**config.mk**
```make
export PLATFORM = sky130hd
export DESIGN_NAME = capture_reader
export DESIGN_NICKNAME = d
export VERILOG_FILES = /design/src/rtl/capture_pkg.sv /design/src/rtl/rd_skid_fifo.sv /design/src/rtl/capture_reader.sv
export SDC_FILE = /design/constraint.sdc
export NUM_CORES = 1
export LEC_CHECK = 0
export CAP_MARGIN = 5
export CORE_AREA = 2 2 72 91
export CTS_CLUSTER_DIAMETER = 200
export DETAILED_ROUTE_END_ITERATION = 6
export DIE_AREA = 0 0 74 93
export GPL_TIMING_DRIVEN = 0
export PLACE_DENSITY_LB_ADDON = 0.3
export SETUP_SLACK_MARGIN = 0.02
export SYNTH_ARGS = -nofsm -noshare
export SYNTH_HDL_FRONTEND = slang
export SYNTH_HIERARCHICAL = 1
export SYNTH_SLANG_ARGS = --single-unit
```
**constraint.sdc**
```tcl
create_clock -name clk -period 2.5 [get_ports clk]
set_input_delay 0.375 -clock clk [delete_from_list [all_inputs] [get_ports clk]]
set_output_delay 0.375 -clock clk [all_outputs]
set_load 0.01 [all_outputs]
```
**src/rtl/capture_pkg.sv**
```systemverilog
// rtl/capture_pkg.sv - shared constants and types for the capture memory blocks
// Purpose: state encoding for the capture reader, default widths, and the
//          RAM read latency shared with the capture memory writer.
// Ports:   none (package).
package capture_pkg;

  localparam int DATA_W_DEF = 8;
  localparam int ADDR_W_DEF = 10;

  // Synchronous RAM port: data appears this many cycles after the read enable.
  localparam int RD_LAT = 1;

  typedef enum logic [1:0] {
    ST_IDLE = 2'd0,
    ST_READ = 2'd1,
    ST_FIN  = 2'd2
  } state_t;

endpackage

```
**src/rtl/rd_skid_fifo.sv**
```systemverilog
// rtl/rd_skid_fifo.sv - 2-entry fall-through FIFO for RAM read data
// Purpose: holds up to two RAM words in front of the output stream. A word
//          arriving on wr_en while the FIFO is empty is presented on rd_data
//          in the same cycle, so RAM data reaches the stream without an extra
//          register stage.
// Ports:   clk, reset  - clock, synchronous active-high reset
//          flush       - synchronous clear of all stored words
//          wr_en/wr_data - incoming RAM word
//          rd_en       - consume the head word (only while !empty)
//          rd_data     - head word (stored head, else the arriving word, else 0)
//          empty       - no stored word and nothing arriving
//          count       - number of stored words (0..2)
module rd_skid_fifo #(
  parameter int DATA_W = 8
) (
  input  logic              clk,
  input  logic              reset,
  input  logic              flush,
  input  logic              wr_en,
  input  logic [DATA_W-1:0] wr_data,
  input  logic              rd_en,
  output logic [DATA_W-1:0] rd_data,
  output logic              empty,
  output logic [1:0]        count
);

  logic [DATA_W-1:0] mem_q [2];
  logic              wptr_q;
  logic              rptr_q;
  logic [1:0]        count_q;
  logic              bypass;
  logic              push;
  logic              pop;

  // Arriving word consumed in the same cycle never touches storage.
  assign bypass = (count_q == 2'd0) && wr_en && rd_en;
  assign push   = wr_en && !bypass;
  assign pop    = rd_en && (count_q != 2'd0);

  assign empty   = (count_q == 2'd0) && !wr_en;
  assign count   = count_q;
  assign rd_data = (count_q != 2'd0) ? mem_q[rptr_q] :
                   (wr_en ? wr_data : '0);

  always_ff @(posedge clk) begin
    if (reset || flush) begin
      wptr_q  <= 1'b0;
      rptr_q  <= 1'b0;
      count_q <= 2'd0;
    end else begin
      if (push) wptr_q <= ~wptr_q;
      if (pop)  rptr_q <= ~rptr_q;
      count_q <= count_q + {1'b0, push} - {1'b0, pop};
    end
  end

  always_ff @(posedge clk) begin
    if (push) mem_q[wptr_q] <= wr_data;
  end

endmodule

```
**src/rtl/capture_reader.sv**
```systemverilog
// rtl/capture_reader.sv - streams a region of the circular capture buffer
// Purpose: on start, reads length words from the capture RAM beginning at
//          start_addr (wrapping modulo DEPTH) and streams them out over a
//          valid/ready interface at up to one word per cycle.
// Ports:   clk, reset              - clock, synchronous active-high reset
//          start/start_addr/length - launch a readout (sampled in IDLE)
//          abort                   - cancel the readout in progress
//          busy, done              - readout active / one-cycle completion pulse
//          mem_re/mem_addr/mem_rdata - RAM read port, data one cycle after mem_re
//          out_data/out_valid/out_ready/out_last - output stream
module capture_reader
  import capture_pkg::*;
#(
  parameter int DATA_W = DATA_W_DEF,
  parameter int ADDR_W = ADDR_W_DEF
) (
  input  logic              clk,
  input  logic              reset,
  input  logic              start,
  input  logic [ADDR_W-1:0] start_addr,
  input  logic [ADDR_W:0]   length,
  input  logic              abort,
  output logic              busy,
  output logic              done,
  output logic              mem_re,
  output logic [ADDR_W-1:0] mem_addr,
  input  logic [DATA_W-1:0] mem_rdata,
  output logic [DATA_W-1:0] out_data,
  output logic              out_valid,
  input  logic              out_ready,
  output logic              out_last
);

  localparam int CNT_W = ADDR_W + 1;

  state_t            state_q, state_d;
  logic [ADDR_W-1:0] addr_q;
  logic [CNT_W-1:0]  issue_cnt_q;
  logic [CNT_W-1:0]  xfer_cnt_q;
  logic              inflight_q;
  logic              fifo_empty;
  logic [1:0]        fifo_count;
  logic [1:0]        pending;
  logic              fire;
  logic              kill;

  // Words buffered plus the one on its way from the RAM; capped at two so the
  // FIFO can always absorb returning data even under full backpressure.
  assign pending = fifo_count + {1'b0, inflight_q};
  assign mem_re  = (state_q == ST_READ) && (issue_cnt_q != '0) && (pending < 2'd2);
  assign mem_addr = addr_q;

  assign out_valid = !fifo_empty;
  assign fire      = out_valid && out_ready;
  assign out_last  = out_valid && (xfer_cnt_q == CNT_W'(1));
  assign kill      = (state_q == ST_READ) && abort;

  assign busy = (state_q == ST_READ);
  assign done = (state_q == ST_FIN);

  rd_skid_fifo #(.DATA_W(DATA_W)) u_fifo (
    .clk     (clk),
    .reset   (reset),
    .flush   (kill),
    .wr_en   (inflight_q),
    .wr_data (mem_rdata),
    .rd_en   (fire),
    .rd_data (out_data),
    .empty   (fifo_empty),
    .count   (fifo_count)
  );

  always_ff @(posedge clk) begin
    if (reset) state_q <= ST_IDLE;
    else       state_q <= state_d;
  end

  always_comb begin
    state_d = state_q;
    case (state_q)
      ST_IDLE: begin
        if (start) state_d = (length != '0) ? ST_READ : ST_FIN;
      end
      ST_READ: begin
        // Abort takes priority over completion of the final word.
        if (abort)                                    state_d = ST_IDLE;
        else if (fire && (xfer_cnt_q == CNT_W'(1)))   state_d = ST_FIN;
      end
      ST_FIN:  state_d = ST_IDLE;
      default: state_d = ST_IDLE;
    endcase
  end

  always_ff @(posedge clk) begin
    if (reset || kill) begin
      addr_q      <= '0;
      issue_cnt_q <= '0;
      xfer_cnt_q  <= '0;
      inflight_q  <= 1'b0;
    end else begin
      inflight_q <= mem_re;
      if ((state_q == ST_IDLE) && start) begin
        addr_q      <= start_addr;
        issue_cnt_q <= length;
        xfer_cnt_q  <= length;
      end else begin
        if (mem_re) begin
          addr_q      <= addr_q + ADDR_W'(1);
          issue_cnt_q <= issue_cnt_q - CNT_W'(1);
        end
        if (fire) xfer_cnt_q <= xfer_cnt_q - CNT_W'(1);
      end
    end
  end

endmodule
```
==> flow_summary.json <==
{
  "ys_warn_count": 6,
  "slew_violations": 0,
  "num_antenna_cells": 0,
  "finalCritPeriodShare_pct": 94.5,
  "startpoint_type": "flop",
  "status": "complete, no violations",
  "arrival_ns": 1.99,
  "fmax_mhz": 423,
  "place_congestion": 0.899,
  "h-tree-depth": 2,
  "p_leak_uw": 0.00133,
  "drc": 0,
  "crit_path_end_kind": "output port",
  "finalClockSkew_ns": 0.0116,
  "crit_family": "simple AND/OR/NAND/NOR gates",
  "num-nets-final": 416,
  "worstSkewPairLatency_ns": 0.31,
  "via_per_inst": 5.51,
  "die_area_um2": 6880,
  "grt_util_all_layers_pct": 21.1,
  "cts_tree": "done",
  "grt_pass1_wl_um": 11400,
  "ctsHoldBuffers": 0,
  "clockRootBuffer": "clkbuf_8",
  "cts_buffer_depth": 2,
  "worstReg2RegStart": "inflight_q",
  "cpMostUsedCell": "or4_4",
  "layout_common_cells": "clkdlybuf4s50_1, dfxtp_1, nor2_1, o21ai_0",
  "ys_seq_area_share_pct": 44.6,
  "worstPathMaxFanout": 7,
  "regArea_um2": 1290,
  "core_um2": 6050,
  "wirelength_um": 6870,
  "min_from": "issue_cnt_q[0]",
  "p_per_area_nw_per_um2": 626,
  "holdWs_ns": 0.499,
  "clk_pin_slew_ns": 0.09,
  "area_delta_synth_final_pct": 29.0,
  "synth_edf_count": 16,
  "reg2reg_slack_ns": 0.16,
  "finalHoldViolations": 0,
  "first_pass_iters": 4,
  "slowest_delay_ns": 0.53,
  "peakVddDrop_mv": 0.356,
  "finalSetupViolCount": 0,
  "cts_made_buffers": 5,
  "syn_area_per_cell_um2": 9.23,
  "worst_hold_path_type": "reg -> reg",
  "fp.dieH_um": 93,
  "tightestPinTransition_ns": 0.805,
  "yosys.cell_types.count": 57,
  "drv_cap": 0,
  "path_buf_inv": 2,
  "critPathSlowestCell": "or4_4",
  "ys_ff_latch": 56,
  "cp.required_ns": 2.12,
  "fp-row-count": 32,
  "die_x_um": 74,
  "dp_hpwl_um": 5190,
  "ys_async_sr_fraction_pct": 0,
  "reg2reg_to": "u_fifo/count[1]",
  "final_common_cell": "clkdlybuf4s50_1",
  "ys.flop_type": "dfxtp_1",
  "slew_headroom_pct": 45.9,
  "grt_max_degree": 17,
  "drt_iter0_markers": 132,
  "syn_area_um2": 2870,
  "rsz0062_at_grt": "yes",
  "dpl_cell_area_um2": 3540,
  "hold_depth": 1,
  "reg2regPathDepth": 11,
  "vias": 2540,
  "io_pins": 57,
  "final_core_util_pct": 61.3,
  "syn_nets": 351,
  "fillCellCount": 548,
  "grt_pass1_vias": 2442,
  "multi_input_area_um2": 1490,
  "min_period_ns": 2.36,
  "design_area_um2": 3700,
  "cp_cell_sequence": "or4_4 > buf_6 > or4_4 > nor2_2 > buf_2",
  "wl_per_cell_um": 14.9,
  "overflow": 0,
  "synthCells": 311,
  "drtAntennaViolNets": 0,
  "whs_endpoint": "issue_cnt_q[0]",
  "start_util_pct": 47.5,
  "drive_gt1_share_pct": 9.31,
  "antenna_found_initial": 0,
  "clock-sinks": 56,
  "crit_type": "reg -> out",
  "io_buffer_count": 56
}
-- Yosys cell counts (all sizes together), types with 2 or more instances --
library cell	count	area share, %
nor3b	2	0.70
or2	2	0.44
o21ai	22	3.8
dfxtp	40	28
and4	2	0.61
buf	4	0.91
nor3	14	2.6
a211oi	11	2.9
nand2	16	2.1
xor2	5	1.5
edfxtp	16	17
mux2i	11	3.8
a31oi	2	0.44
nor2	29	4.1
and3	5	1.1
nand4	4	0.87
o21a	2	0.52
a32oi	4	1.2
nand2b	5	1.1
or4	3	1.0
nand3	14	2.4
xnor2	10	3.0
a311oi	5	1.5
or3	6	1.3
o211ai	4	1.0
o22ai	2	0.44
inv	13	1.7
a21oi	14	2.4
a22oi	2	0.52
nor4	7	1.5
clkbuf	13	1.7
ha	6	2.6
-- state kept, by name (all words and copies together) (netlist names), named ones only --
register,count
inflight_q,1
issue_cnt_q,11
mem_addr,10
state_q,2
u_fifo/count,2
u_fifo/mem_q,16
u_fifo/rptr_q,1
u_fifo/wptr_q,1
xfer_cnt_q,11
-- report_power, final --
part           total (uW)  switching, uW  leakage [uW]  internal [uW]
clock                 688            294     0.0000642            394
combinational         561            285      0.000790            276
sequential           1070           67.7      0.000475           1000
-- worst max path at each step --
| stage | from | endpoint | slack, ns | depth (start not counted) |
|---|---|---|---|---|
| after floorplan | inflight_q | u_fifo/count[1] | 0.27 | 11 |
| after global placement | xfer_cnt_q[2] | out_last | -0.05 | 5 |
| after detailed placement | xfer_cnt_q[2] | out_last | -0.08 | 5 |
| after CTS | xfer_cnt_q[2] | out_last | 0.008 | 5 |
| after global routing | inflight_q | u_fifo/count[1] | 0.009 | 12 |
| final | xfer_cnt_q[2] | out_last | 0.14 | 5 |
-- cells by family (layout without fill, tap and decap cells) --
kind of cell | Yosys count | after routing | synth area share (%)
AND/OR/NAND/NOR | 115 | 115 | 21.5
buffers and inverters | 30 | 95 | 4.36
flip-flops | 56 | 56 | 44.6
AO/OA/AOI/OAI | 77 | 77 | 18.0
adder cells (fa/ha/maj) | 6 | 6 | 2.61
XOR/XNOR | 15 | 15 | 4.57
multiplexers | 12 | 12 | 4.36
-- layout make-up --
class,count,share of cell area (%)
inverters,13,1.32
flip-flops and latches,56,34.8
clock inverters,2,1.62
plain buffers,17,2.09
well taps,85,2.87
repair buffers,58,15.4
clock buffers,5,1.86
multi-input cells,225,40.1
-- timing repair --
action / 4_1_cts / 5_1_grt
gates cloned: 0 / 0
pin swaps: 0 / 1
setup buffers: 1 / 1
gates resized for setup: 12 / 4
endpoints found under the setup margin: 3 / 2
-- stage by stage --
stage               cells  total power (uW)  setup TNS [ns]  setup WS [ns]
floorplan             311              1410               0          0.269
global placement      452              1620         -0.0509        -0.0509
detailed placement    452              1630         -0.0754        -0.0754
CTS                   460              2320               0        0.00757
global route          461              2430               0        0.00935
finish                461              2320               0          0.138
-- layer usage --
metal	global-route usage, %	vias up	wire [um]
met5	0	-	0
met4	6.67	0	103
met3	3.34	8	309
met2	37.9	73	3640
met1	25.3	1178	2820
li1	-	1281	-
Note: power is estimated with default switching activity, not from simulation.
